$ cat config.mk
export PLATFORM = sky130hd
export DESIGN_NAME = control_unit_pipe
export DESIGN_NICKNAME = d
export VERILOG_FILES = /design/src/rtl/control_unit_pipe.sv
export SDC_FILE = /design/constraint.sdc
export NUM_CORES = 1
export LEC_CHECK = 0
export CAP_MARGIN = 15
export CORE_MARGIN = 5
export CORE_UTILIZATION = 46
export DETAILED_ROUTE_END_ITERATION = 12
export MAX_ROUTING_LAYER = met4
export PLACE_DENSITY = 0.77
export SYNTH_ARGS = -nofsm -noshare
export SYNTH_HDL_FRONTEND = slang
export SYNTH_SLANG_ARGS = --single-unit
$ cat constraint.sdc
create_clock -name i_clk -period 2.28 [get_ports i_clk]
set_clock_uncertainty 0.1 [all_clocks]
set_input_delay 0.456 -clock i_clk [delete_from_list [all_inputs] [get_ports i_clk]]
set_output_delay 0.456 -clock i_clk [all_outputs]
set_load 0.03 [all_outputs]
$ cat src/rtl/control_unit_pipe.sv
// Registered ID-stage decoder: one-cycle ID/EX control bundle, load-use stall,
// control-transfer flush and a halt sequencer that drains the pipe then freezes fetch.
module control_unit_pipe #(
    parameter int N_BITS       = 32,
    parameter int N_BITS_OP    = 6,
    parameter int N_BITS_FUNC  = 6,
    parameter int N_BITS_REG   = 5,
    parameter int DRAIN_CYCLES = 4
) (
    input  logic                 i_clk,
    input  logic                 i_reset,
    input  logic                 i_valid,
    input  logic [N_BITS-1:0]    i_instruccion,
    output logic                 o_stall,
    output logic                 o_flush,
    output logic                 o_halted,
    output logic [1:0]           o_ex_alu_op,
    output logic                 o_ex_alu_src,
    output logic                 o_ex_reg_dst,
    output logic                 o_ex_branch,
    output logic                 o_ex_branch_ne,
    output logic                 o_ex_mem_read,
    output logic                 o_ex_mem_write,
    output logic                 o_ex_mem_to_reg,
    output logic                 o_ex_reg_write,
    output logic [1:0]           o_ex_jump,
    output logic                 o_ex_link,
    output logic [N_BITS_OP-1:0] o_ex_opcode,
    output logic                 o_illegal
);
    // state   | meaning
    // RUN     | normal decode, hazard and flush active
    // DRAIN   | HALT accepted, bubbles while older instructions retire
    // HALTED  | pipe empty, fetch frozen until reset
    typedef enum logic [1:0] {RUN, DRAIN, HALTED} state_t;

    typedef struct packed {
        logic [1:0]           alu_op;
        logic                 alu_src;
        logic                 reg_dst;
        logic                 branch;
        logic                 branch_ne;
        logic                 mem_read;
        logic                 mem_write;
        logic                 mem_to_reg;
        logic                 reg_write;
        logic [1:0]           jump;
        logic                 link;
        logic [N_BITS_OP-1:0] opcode;
    } bundle_t;

    localparam logic [3:0] CNT_LOAD = 4'(DRAIN_CYCLES - 1);

    logic [5:0]             opcode;
    logic [N_BITS_FUNC-1:0] funct;
    logic [N_BITS_REG-1:0]  rs, rt, ex_rt;
    logic                   unused_bits;
    assign opcode      = i_instruccion[31:26];
    assign funct       = i_instruccion[N_BITS_FUNC-1:0];
    assign rs          = i_instruccion[25:21];
    assign rt          = i_instruccion[20:16];
    assign unused_bits = ^i_instruccion[15:6];

    bundle_t dec, bun_nxt, ex_q;
    logic    dec_illegal, dec_halt, uses_rt, hazard, ill_nxt;
    state_t  state, state_nxt;
    logic [3:0] cnt, cnt_nxt;

    always_comb begin
        dec         = '0;
        dec_illegal = 1'b0;
        dec_halt    = 1'b0;
        uses_rt     = 1'b0;
        case (opcode)
            6'b000000: begin
                uses_rt = 1'b1;
                case (funct)
                    6'b001000: dec.jump = 2'b11;
                    6'b001001: begin
                        dec.jump      = 2'b10;
                        dec.reg_dst   = 1'b1;
                        dec.reg_write = 1'b1;
                        dec.link      = 1'b1;
                    end
                    default: begin
                        dec.alu_op    = 2'b10;
                        dec.reg_dst   = 1'b1;
                        dec.reg_write = 1'b1;
                        dec.opcode    = N_BITS_OP'(funct);
                    end
                endcase
            end
            6'b001000, 6'b001100, 6'b001101, 6'b001110, 6'b001010, 6'b001111: begin
                dec.alu_src   = 1'b1;
                dec.reg_write = 1'b1;
                dec.alu_op    = 2'b10;
                // immediate ops reuse the ALU function code of their R-type twin
                case (opcode)
                    6'b001100: dec.opcode = N_BITS_OP'(6'b100100);
                    6'b001101: dec.opcode = N_BITS_OP'(6'b100101);
                    6'b001110: dec.opcode = N_BITS_OP'(6'b100110);
                    6'b001010: dec.opcode = N_BITS_OP'(6'b101010);
                    6'b001111: dec.opcode = N_BITS_OP'(6'b001111);
                    default:   dec.opcode = N_BITS_OP'(6'b001000);
                endcase
            end
            6'b100000, 6'b100001, 6'b100011, 6'b100100, 6'b100101, 6'b100111: begin
                dec.mem_read   = 1'b1;
                dec.mem_to_reg = 1'b1;
                dec.alu_src    = 1'b1;
                dec.reg_write  = 1'b1;
                dec.opcode     = N_BITS_OP'(opcode);
            end
            6'b101000, 6'b101001, 6'b101011: begin
                uses_rt       = 1'b1;
                dec.mem_write = 1'b1;
                dec.alu_src   = 1'b1;
            end
            6'b000100, 6'b000101: begin
                uses_rt       = 1'b1;
                dec.branch    = 1'b1;
                dec.alu_op    = 2'b01;
                dec.branch_ne = opcode[0];
            end
            6'b000010: dec.jump = 2'b01;
            6'b000011: begin
                dec.jump      = 2'b01;
                dec.link      = 1'b1;
                dec.reg_dst   = 1'b1;
                dec.reg_write = 1'b1;
            end
            6'b111111: dec_halt = 1'b1;
            default:   dec_illegal = 1'b1;
        endcase
    end

    assign hazard = i_valid && (state == RUN) && ex_q.mem_read && (ex_rt != '0)
                    && ((ex_rt == rs) || (uses_rt && (ex_rt == rt)));

    always_comb begin
        state_nxt = state;
        cnt_nxt   = cnt;
        bun_nxt   = '0;
        ill_nxt   = 1'b0;
        o_stall   = 1'b0;
        o_flush   = 1'b0;
        case (state)
            RUN: begin
                if (hazard) begin
                    o_stall = 1'b1;
                end else if (i_valid) begin
                    if (dec_halt) begin
                        state_nxt = DRAIN;
                        cnt_nxt   = CNT_LOAD;
                    end else begin
                        bun_nxt = dec;
                        ill_nxt = dec_illegal;
                        o_flush = (dec.jump != 2'b00);
                    end
                end
            end
            DRAIN: begin
                o_stall = 1'b1;
                if (cnt == 4'd0) state_nxt = HALTED;
                else             cnt_nxt   = cnt - 4'd1;
            end
            HALTED:  o_stall = 1'b1;
            default: state_nxt = RUN;
        endcase
    end

    always_ff @(posedge i_clk) begin
        if (i_reset) begin
            state     <= RUN;
            cnt       <= '0;
            ex_q      <= '0;
            ex_rt     <= '0;
            o_illegal <= 1'b0;
            o_halted  <= 1'b0;
        end else begin
            state     <= state_nxt;
            cnt       <= cnt_nxt;
            ex_q      <= bun_nxt;
            ex_rt     <= (bun_nxt != '0) ? rt : '0;
            o_illegal <= ill_nxt;
            o_halted  <= (state_nxt == HALTED);
        end
    end

    assign o_ex_alu_op     = ex_q.alu_op;
    assign o_ex_alu_src    = ex_q.alu_src;
    assign o_ex_reg_dst    = ex_q.reg_dst;
    assign o_ex_branch     = ex_q.branch;
    assign o_ex_branch_ne  = ex_q.branch_ne;
    assign o_ex_mem_read   = ex_q.mem_read;
    assign o_ex_mem_write  = ex_q.mem_write;
    assign o_ex_mem_to_reg = ex_q.mem_to_reg;
    assign o_ex_reg_write  = ex_q.reg_write;
    assign o_ex_jump       = ex_q.jump;
    assign o_ex_link       = ex_q.link;
    assign o_ex_opcode     = ex_q.opcode;
endmodule

### Yosys cells after proc, flatten, opt, wreduce, memory -nomap -nowiden

Cells that the tools add are included.

| operators by class | value |
|---|---|
| add/subtract/negate cells | 1 |
| equal/unequal tests | 31 |
| mux-type cells | 39 |
| bitwise logic cells | 3 |
| reductions and logical operators | 27 |

Operator list:

| operator | number |
|---|---|
| 2-to-1 mux 19 bit | 4 |
| equality test 6 bit, second input constant | 10 |
| equality test 6 x 4 -> 1 bit, second input constant | 8 |
| case mux 6 bit (5 select lines) | 1 |
| OR reduction 21 bit | 1 |
| nonzero test 19 bit | 1 |
| case mux 6 bit (3 select lines) | 1 |
| OR reduction 6 bit | 3 |
| 2-to-1 mux 4 bit | 4 |
| OR reduction 15 bit | 1 |
| 2-to-1 mux 1 bit | 13 |
| OR reduction 13 bit | 1 |
| equality test 6 x 2 -> 1 bit, second input constant | 2 |
| equality test 6 x 3 -> 1 bit, second input constant | 2 |
| 2-to-1 mux 2 bit | 6 |
| case mux 2 bit (3 select lines) | 2 |
| equality test 5 bit | 2 |
| OR reduction 2 bit | 5 |
| != test 2 bit, second input constant | 4 |
| case mux 1 bit (2 select lines) | 4 |
| case mux 2 bit (2 select lines) | 2 |
| case mux 4 bit (2 select lines) | 1 |
| zero test 6 bit | 1 |
| 2-to-1 mux 6 bit | 1 |
| other kinds (13) | 21 |

| storage, ports and cells | value |
|---|---|
| register bits | 32 |
| bits of input ports | 35 |
| logic and storage cells | 118 |

### Logic depth before layout (Yosys ltp)

Gate-level depths: netlist (run 1).

| depth | value |
|---|---|
| depth after elaboration | 11 |
| depth in mapped cells | 8 |
| mapped depth without buffers | 7 |

### Least setup slack after synthesis (run 1)

No wires, ideal clock.

| timing path | value |
|---|---|
| path type | input -> output |
| start point | input i_instruccion[2] |
| end point | output o_flush |
| data arrival time | 1.897 ns |
| path slack | -0.173 ns |
| stages | 6 |
| buffers on the path | 1 |
| path through | or4b_4 -> or2_1 -> buf_6 -> nor2_1 -> nor2_1 -> nor3_2 |

| on the way | value |
|---|---|
| cells in the longest elaborated chain, start to end | 8 |

Ends and longest elaborated chain:

| item | line | text |
|---|---|---|
| start: declaration | 13 | `input logic [N_BITS-1:0] i_instruccion,` |
| equality test 6 x 4 -> 1 bit | 77 | `case (funct)` |
| case mux 2 bit (2 select lines) * | 77 |  |
| case mux 2 bit (2 select lines) * | 74 | `case (opcode)` |
| nonzero test 2 bit * | 158 | `o_flush = (dec.jump != 2'b00);` |
| 2-to-1 mux 1 bit * | 152 | `if (dec_halt) begin` |
| 2-to-1 mux 1 bit * | 151 | `end else if (i_valid) begin` |
| 2-to-1 mux 1 bit * | 149 | `if (hazard) begin` |
| 2-to-1 mux 1 bit * | 147 | `case (state)` |
| end: declaration | 15 | `output logic o_flush,` |

Mark *: on every way between the ends. The rest lies on a longest branch, timed or not.

### Worst setup path in the final report (run 1)

| timing path | value |
|---|---|
| start point | register ex_rt[4] |
| end point | output o_flush |

| on the way | value |
|---|---|
| cells in the longest elaborated chain, start to end | 6 |

Ends and longest elaborated chain:

| item | line | text |
|---|---|---|
| start: declaration | 56 | `logic [N_BITS_REG-1:0] rs, rt, ex_rt;` |
| start signal: assignment | 184 | `ex_rt <= (bun_nxt != '0) ? rt : '0;` |
| equality test 5 bit | 138 | `&& ((ex_rt == rs) \|\| (uses_rt && (ex_rt == rt)));` |
| logical AND 1 bit | 138 |  |
| logical OR 1 bit | 138 |  |
| logical AND 1 bit * | 138 |  |
| 2-to-1 mux 1 bit * | 149 |  |
| 2-to-1 mux 1 bit * | 147 |  |

Marked as above.

==> reports/results.ini, run 1 <==
[sta]
setup_slack_ps=-74.6
finalSetupViolations=2
fmax_mhz=425
worst_slew_pin_slew_ps=367
final.setup.tns_ps=-98.7
final-max-slew-violation-count=0
layout_worst_path_cycle_share_pct=103
period_needed_ps=2350
rsz0062_at_grt=yes
final_hold_viol_count=0
slew_headroom_pct=74.9

[yosys]
synth_common_cells=31 x dfxtp_1, 22 x nor2_1, 13 x nand2_1
synth_top_area_cell=dfxtp_1
synth_edf_count=0
synth_top_area_share_pct=35.5
yosysWarnings=0
synth_most_common_cell=dfxtp_1
ys_seq_area_share_pct=35.5
ys_types=46
syn-num-nets=237
syn_area_um2=1750
synthArstFlopShare_pct=0
synth-main-ff-cell=dfxtp_1
synthTopCellsByArea=dfxtp_1 35%, xor2_1 5.0%, nor2_1 4.7%
syn_area_per_cell_um2=8.92
syn_inst=196
ys_seq_elements=31

[finish]
diodes=0
area_delta_synth_final_pct=60.9
finalNonFillerCells=334
drive_gt1_share_pct=38.8
final_nets=326

[critical_path]
crit_chain=xor2_2 -> nor4_4 -> o2111ai_4 -> nand4_1 -> nor3_4 -> buf_6
endpoint_kind=output port
path_class=register to output port
r2r_cells=7
worst_ep_required_time_ps=1720
cp.depth=6
slowest_stage=dfxtp_2
timing.rr.end=o_ex_opcode[4]
crit_arrival_ps=1800
slowest_delay_ps=350
start_kind=register
crit_fanout=3
crit_buf_inv=1
reg2reg_slack_ps=210
crit_family=simple AND/OR/NAND/NOR gates
r2r_start=ex_rt[4]

[power_and_ir_drop]
leakage_uw=0.00111
power_uw=1360
power_density_nw_per_um2=484
irDropWorstVdd_mv=0.437

[die]
initial_core_util_pct=47.8
dieArea_um2=5140
die_h_um=71.7
num_rows=22
die_w_um=71.7
ios=58
fp.coreArea_um2=3660

[cts]
cts_buffers=5
cts.clk_slew.worst_paths_ps=70
clockBufferDepth=2
hold_buffers=0
cts.htree.levels=2
worstSkewPairLatency_ps=290
cts_tree=built
root_buffer=clkbuf_8
clkSinkCount=31

[routing]
dr.first_iter.drc_count=109
drc=0
viasPerCell=5.42
wl_per_cell_um=15.7
routed_wl_um=5230
dr_total_vias=1811
antenna_left=0
dr.pass1.iters=4

[status]
violations=setup timing
run_status=finished, violations left

[min_path]
hold_depth=2
hold_start=i_instruccion[20]
hp-class=input port to register
whs_endpoint=ex_rt[4]

[global_route]
grt_pass1_wl_um=7740
antenna_found_initial=0
grt.total_usage_pct=19.6
grt_start_max_net_pins=14
grt.overflow.total=0
grt_pass1_vias=1697

[run]
drv_cap=0

[place]
io_buffers=47
place_inst=317
post-dp-hpwl_um=3440
pre_cts_ws_ps=-420
gp_congestion=0.891

==> power by group <==
part,total [uW],switching [uW],internal [uW]
sequential,566,11.2,555
combinational,322,169,153
clock,473,198,275
==> metrics by stage <==
step	hold slack [ps]	utilization, %	area [um^2]
2_1_floorplan	361	-	1760
3_5_place_dp	391	68.5	2510
5_1_grt	353	76.9	2820
3_3_place_gp	390	68.5	2510
6_report	354	76.9	2820
4_1_cts	388	72.8	2670
==> worst register-to-register path: stages, from the launching register on <==
cell	delay [ps]
dfxtp_2	350
xor2_2	190
nor4_4	350
o2111ai_4	210
buf_4	180
buf_4	130
nand4b_2	190
and4bb_2	270
==> timing repair <==
| item | 4_1_cts | 5_1_grt |
|---|---|---|
| resized for setup | 47 | 39 |
| setup endpoints to repair | 2 | 2 |
| buffers inserted | 4 | 5 |
| pin swaps | 14 | 14 |
| endpoints found under the hold margin | 0 | 0 |
==> final cells by class <==
type,count,area (um^2)
multi-input cells,145,1190
clock buffers,8,100
well taps,48,60.1
fillers,255,846
repair buffers,93,792
inverters,9,36.3
flip-flops and latches,31,633
==> worst max path at each step <==
stage,startpoint,to,slack [ps]
final,ex_rt[4],o_flush,-70
after global routing,ex_rt[4],o_flush,-140
after CTS,i_instruccion[4],o_flush,-120
after detailed placement,i_instruccion[2],o_flush,-420
after global placement,i_instruccion[2],o_flush,-420
after floorplan,i_instruccion[2],o_flush,-80
==> flip-flops by register name, indices dropped and copies added, names as in the netlist, 2 cells and up <==
register / count
state: 2
o_ex_jump: 2
o_ex_opcode: 6
ex_rt: 5
cnt: 4
o_ex_alu_op: 2
==> cells in the final DEF (no fill, tap or decap), types with 6 or more instances in the layout <==
| cell | n |
|---|---|
| nor2_1 | 19 |
| nand3_1 | 6 |
| dlygate4sd2_1 | 9 |
| a21oi_1 | 7 |
| dfxtp_1 | 25 |
| nor3b_2 | 6 |
| nand2_1 | 12 |
| xor2_1 | 6 |
| buf_4 | 45 |
| o21ai_0 | 7 |
| clkbuf_8 | 7 |
| clkdlybuf4s50_1 | 25 |
| inv_1 | 7 |
==> logic make-up (layout without fill, tap and decap cells) <==
family / Yosys count / after routing / share of synthesized area, %
XOR/XNOR: 10 / 10 / 5.01
buffers and inverters: 20 / 110 / 5.65
AND/OR/NAND/NOR: 89 / 89 / 31.8
adder cells (fa/ha/maj): 6 / 6 / 4.29
flip-flops: 31 / 31 / 35.5
AO/OA/AOI/OAI: 40 / 40 / 17.8
==> layer usage <==
layer	up-vias	wire length [um]	track usage [%]
li1	878	-	-
met4	0	121	7.10
met3	14	319	4.77
met2	74	2610	33.3
met1	845	2180	22.4
met5	-	0	-
(Power assumes the default switching activity.)
==> inputs of run 2 (changes only) <==
--- a/config.mk
+++ b/config.mk
@@ -7,10 +7,12 @@
 export LEC_CHECK = 0
 export CAP_MARGIN = 15
 export CORE_MARGIN = 5
-export CORE_UTILIZATION = 46
+export CORE_UTILIZATION = 59
+export CTS_CLUSTER_SIZE = 20
 export DETAILED_ROUTE_END_ITERATION = 12
+export DONT_BUFFER_PORTS = 1
 export MAX_ROUTING_LAYER = met4
-export PLACE_DENSITY = 0.77
+export PLACE_DENSITY = 0.72
 export SYNTH_ARGS = -nofsm -noshare
 export SYNTH_HDL_FRONTEND = slang
 export SYNTH_SLANG_ARGS = --single-unit
==> reports/results.ini, run 2 (same netlist as run 1, synthesis figures left out) <==
[sta]
final-max-slew-violation-count=0  ; unchanged
period_needed_ps=2330  ; -23.3 ps
rsz0062_at_grt=yes
layout_worst_path_cycle_share_pct=102  ; -1.0 points
finalSetupViolations=1  ; -1
worst_slew_pin_slew_ps=446  ; +79.1 ps
setup_slack_ps=-51.3  ; +23.3 ps
slew_headroom_pct=70.2  ; -4.7 points
final_hold_viol_count=0  ; unchanged
worst_hold_slack_ps=81.0  ; -273 ps
fmax_mhz=429  ; +1.0%

[cts]
cts_buffers=5  ; unchanged
clkSinkCount=31  ; unchanged
cts_tree=built
hold_buffers=0  ; unchanged
worstSkewPairLatency_ps=330  ; +40 ps
cts.htree.levels=2  ; unchanged
clockBufferDepth=2  ; unchanged
cts.clk_slew.worst_paths_ps=100  ; +30 ps
root_buffer=clkbuf_4

[finish]
area_delta_synth_final_pct=14.3
fin_util_pct=71.3  ; -5.6 points
diodes=0  ; unchanged
final_nets=250  ; -23%
drive_gt1_share_pct=28.2  ; -11 points
final_common_cell=dfxtp_1
largest_reg_flops=6  ; unchanged
layout_common_cells=26 x dfxtp_1, 21 x nor2_1, 15 x buf_4

[power_and_ir_drop]
power_density_nw_per_um2=534  ; +10%
p_clk_share_pct=30.2  ; -4.5 points
leakage_uw=0.000730  ; -34%
irDropWorstVdd_mv=0.357  ; -18%
switching_share_pct=27.8  ; +0.036 points
power_switching_uw=297  ; -21%
seqPwrFrac_pct=54.2  ; +13 points
power_uw=1070  ; -22%
p_comb_share_pct=15.6  ; -8.1 points
intPower_uw=771  ; -22%

[routing]
dr.pass1.iters=4  ; unchanged
wl_per_cell_um=16.5  ; +5.3%
antenna_left=0  ; unchanged
drc=0  ; unchanged
viasPerCell=6.14  ; +13%
dr_total_vias=1473  ; -19%
routed_wl_um=3960  ; -24%
dr.first_iter.drc_count=83  ; -24%

[die]
ios=58  ; unchanged
die_h_um=64.5  ; -10%
die_w_um=64.5  ; -10%
num_rows=19  ; -14%
initial_core_util_pct=62.4  ; +15 points
fp.coreArea_um2=2810  ; -23%
dieArea_um2=4150  ; -19%

[place]
gp_congestion=0.877  ; -1.6%
post-dp-hpwl_um=2890  ; -16%
pre_cts_ws_ps=-1.81  ; +418 ps
io_buffers=0  ; -100%

[global_route]
grt.overflow.total=0  ; unchanged
antenna_found_initial=0  ; unchanged
grt_pass1_vias=1410  ; -17%
grt_start_max_net_pins=16  ; +2
grt_pass1_wl_um=6420  ; -17%
grt.total_usage_pct=20.2  ; +0.55 points

[run]
drv_cap=0  ; unchanged

[min_path]
hp-class=input port to register

[critical_path]
reg2reg_slack_ps=290  ; +80 ps
crit_family=simple AND/OR/NAND/NOR gates
timing.rr.end=o_ex_reg_dst
r2r_start=ex_rt[1]
slowest_delay_ps=350  ; about the same
start_kind=register
path_class=register to output port
worst_ep_required_time_ps=1720  ; about the same
startpoint=ex_rt[1]
crit_buf_inv=2  ; +1
setup.worst_path.end=o_flush
slowest_stage=dfxtp_2
crit_fanout=3  ; unchanged
r2r_cells=8  ; +1
cp.depth=7  ; +1
crit_chain=nor3_2 -> a21oi_4 -> buf_6 -> nand3_4 -> nand4_1 -> nor3_4 -> buf_12
endpoint_kind=output port
crit_arrival_ps=1780  ; -20 ps

[status]
violations=setup timing
run_status=finished, violations left

[run 2: power groups by stage]
stage / clock network, uW / logic, uW / registers, uW
final: 322 / 167 / 578
after global routing: 368 / 184 / 580
after CTS: 329 / 153 / 578
after detailed placement: 0 / 142 / 592
after global placement: 0 / 137 / 591
after floorplan: 0 / 132 / 590
[run 2: how the worst min path moves through the flow]
| stage | startpoint | to | cells past startpoint |
|---|---|---|---|
| floorplan | cnt[0] | cnt[0] | 1 |
| global placement | cnt[0] | cnt[0] | 1 |
| detailed placement | cnt[0] | cnt[0] | 1 |
| CTS | i_reset | state[0] | 1 |
| global route | i_reset | state[0] | 1 |
| finish | i_reset | state[0] | 1 |
[run 2: area by class of cell]
cell class	count	area, um^2
multi-input combinational	145	1100
fill	227	806
sequential	31	627
timing repair buffer	17	144
clock buffer	6	51.3
tap	31	38.8
inverter	9	33.8
clock inverter	1	5.00
[run 2: worst register-to-register path, delay by kind of cell, from the launching register on]
kind / cells / cell delay [ps]
flops: 1 / 350
simple gates: 3 / 640
compound gates: 2 / 440
buf+inv: 3 / 370
[run 2: timing repair]
action	in CTS	in global routing
endpoints found under the hold margin	0	0
buffers inserted	5	3
gates resized for setup	11	8
endpoints found under the setup margin	2	2
pin swaps	8	7
[run 2: metal layers]
metal  share of wire (%)  track usage [%]
met1                  43             24.3
met2                  47             30.7
met3                 8.6             8.12
met4                 1.6             6.86
met5                   0                -
[run 2: per-stage QoR]
step	instance area [um^2]	setup TNS [ps]	std cells
final	2000	-51.3	240
after global routing	2000	-259	240
after CTS	1940	-22.1	237
after detailed placement	1810	-1.81	225
after global placement	1810	0	225
after floorplan	1760	-78.4	196
==> inputs of run 3 (changes only) <==
--- a/config.mk
+++ b/config.mk
@@ -8,6 +8,7 @@
 export CAP_MARGIN = 15
 export CORE_MARGIN = 5
 export CORE_UTILIZATION = 59
+export CTS_CLUSTER_DIAMETER = 60
 export CTS_CLUSTER_SIZE = 20
 export DETAILED_ROUTE_END_ITERATION = 12
 export DONT_BUFFER_PORTS = 1
==> results of run 3 <==
Final layout, timing and power as in run 2 (identical DEF).
==> patch (flow settings as in run 2) <==
The 3 states of `state_t` get a one-hot encoding in 3 bits.
--- a/src/rtl/control_unit_pipe.sv
+++ b/src/rtl/control_unit_pipe.sv
@@ -33,5 +33,5 @@
     // DRAIN   | HALT accepted, bubbles while older instructions retire
     // HALTED  | pipe empty, fetch frozen until reset
-    typedef enum logic [1:0] {RUN, DRAIN, HALTED} state_t;
+    typedef enum logic [2:0] {RUN = 3'b001, DRAIN = 3'b010, HALTED = 3'b100} state_t;
 
     typedef struct packed {
Check against the original RTL: no difference found for any inputs over 10 cycles, from zero or initial values and one cycle with i_reset high; not proved beyond that.
==> patch against run 2 <==
The run still ends with negative setup slack left. Register-to-register slack worse by 0.35 ns. Wire length down 0.23%. Total power up 6.8%. Sequential power about the same. Sequential cell count up 1. Synthesized area down 4.6%. Final area down 2.8%. Setup slack worse by 0.20 ns. Critical endpoint unchanged.
==> patch: results (changes against run 2) <==
synth unique cells: 49 (+6.5%)
Storage cell area: 642 um2 (+2.4%)
Crit-path slowest cell: or4_4
met2 usage: 36.5% (+5.9 points)
Clock-cell share: 4.12% (+1.3 points)
leak pwr: 0.659 nW (-9.7%)
Synth top cells by count: dfxtp_1 (32), nor3_1 (16), nand2_1 (13), nor2_1 (13), xnor2_1 (10)
Max stage delay on crit path: 0.55 ns (+0.20 ns)
Internal: 0.000857 W (+11%)
dpl hpwl: 2970 um (+2.5%)
Seq cells: 32 (+3.2%)
largest net degree at the start of global routing: 21 (+5)
met3 Resource Use GR: 6.39% (-1.7 points)
gr usage total: 21.0% (+0.81 points)
Synth area leaders: dfxtp_1 (38%), xnor2_1 (5.3%), nor3_1 (4.8%), a211oi_1 (3.6%), nor3b_1 (3.2%)
multi-input combinational area share: 52.7% (-2.3 points)
drt wl/cell: 16.6 um (+0.61%)
nets: 243 (-2.8%)
crit path DAT: 1.98 ns (+0.20 ns)
first-pass GRT wire length: 6530 um (+1.6%)
status: finished, violations left
met1 usage: 21.4% (-2.9 points)
layout cells sized above 1: 21.3% (-7.0 points)
sw frac: 24.9% (-2.9 points)
buffer share of cell area: 6.76% (-0.44 points)
Non-clk invs: 7 (-2)
via count of the routed design: 1,474 (+0.068%)
Setup violations, final: 6 (+5)
GPL Wtd Cong: 0.886 (+1.1%)
fin worst setup slack: -0.252 ns (-0.200 ns)
Syn Nets: 230 (-3.0%)
failing checks: negative setup slack
Seq/Total Area, Yosys: 38.4% (+2.9 points)
CP max FO: 4 (+1)
multi-input gates: 143 (-1.4%)
Least-Margin Pin Slew: 0.468 ns (+0.0222 ns)
vias in the first global route: 1,442 (+2.3%)
[patch: through the flow]
step                      setup TNS [ns]  setup WS [ns]  util (%)  cell area, um2  std cells
after global routing               -1.97         -0.350      71.1            1940        238
after CTS                         -0.476         -0.273      70.4            1920        238
final                             -0.565         -0.252      71.1            1940        238
after detailed placement         -0.0886        -0.0645      66.6            1820        229
after floorplan                  -0.0906        -0.0563         -            1730        193
after global placement           -0.0837        -0.0658      66.6            1820        229
[patch: worst reg2reg max path, cell delays in order, from the launching register on]
cell and delay [ns]:
dfxtp_1 0.34, or4_4 0.55, o211ai_2 0.20, nor2_2 0.10
or4_4 0.70, nor4b_4 0.29
[patch: kinds of logic after synthesis]
group	Yosys count	share of synthesized area [%]
DFF	32	38.4
AOI/OAI and AO/OA	41	17.6
xor gates and xnor gates	12	6.30
adders and majority gates	2	1.50
muxes	1	0.600
buffers and inverters	18	4.80
and+or+nand+nor	87	30.8
[patch: layer usage]
metal | share of wire (%) | up-vias
li1 | - | 731
met1 | 39 | 686
met2 | 52 | 50
met3 | 7.5 | 7
met4 | 1.7 | 0
met5 | 0 | -
[patch: what timing repair did]
action	4_1_cts	5_1_grt
setup endpoints to repair	4	12
hold buffers	0	0
setup buffers	1	0
pin swaps	1	5
hold endpoints to repair	0	0
gates resized for setup	3	5
[patch: worst paths after layout]
| path | to | slack, ns | cells past startpoint |
|---|---|---|---|
| min reg2reg | cnt[0]$_SDFFE_PP0P_ | 0.43 | 2 |
| max | o_flush | -0.25 | 5 |
| min | o_halted$_SDFF_PP0_ | 0.07 | 1 |
| max reg2reg | o_ex_branch_ne$_SDFF_PP0_ | -0.06 | 5 |
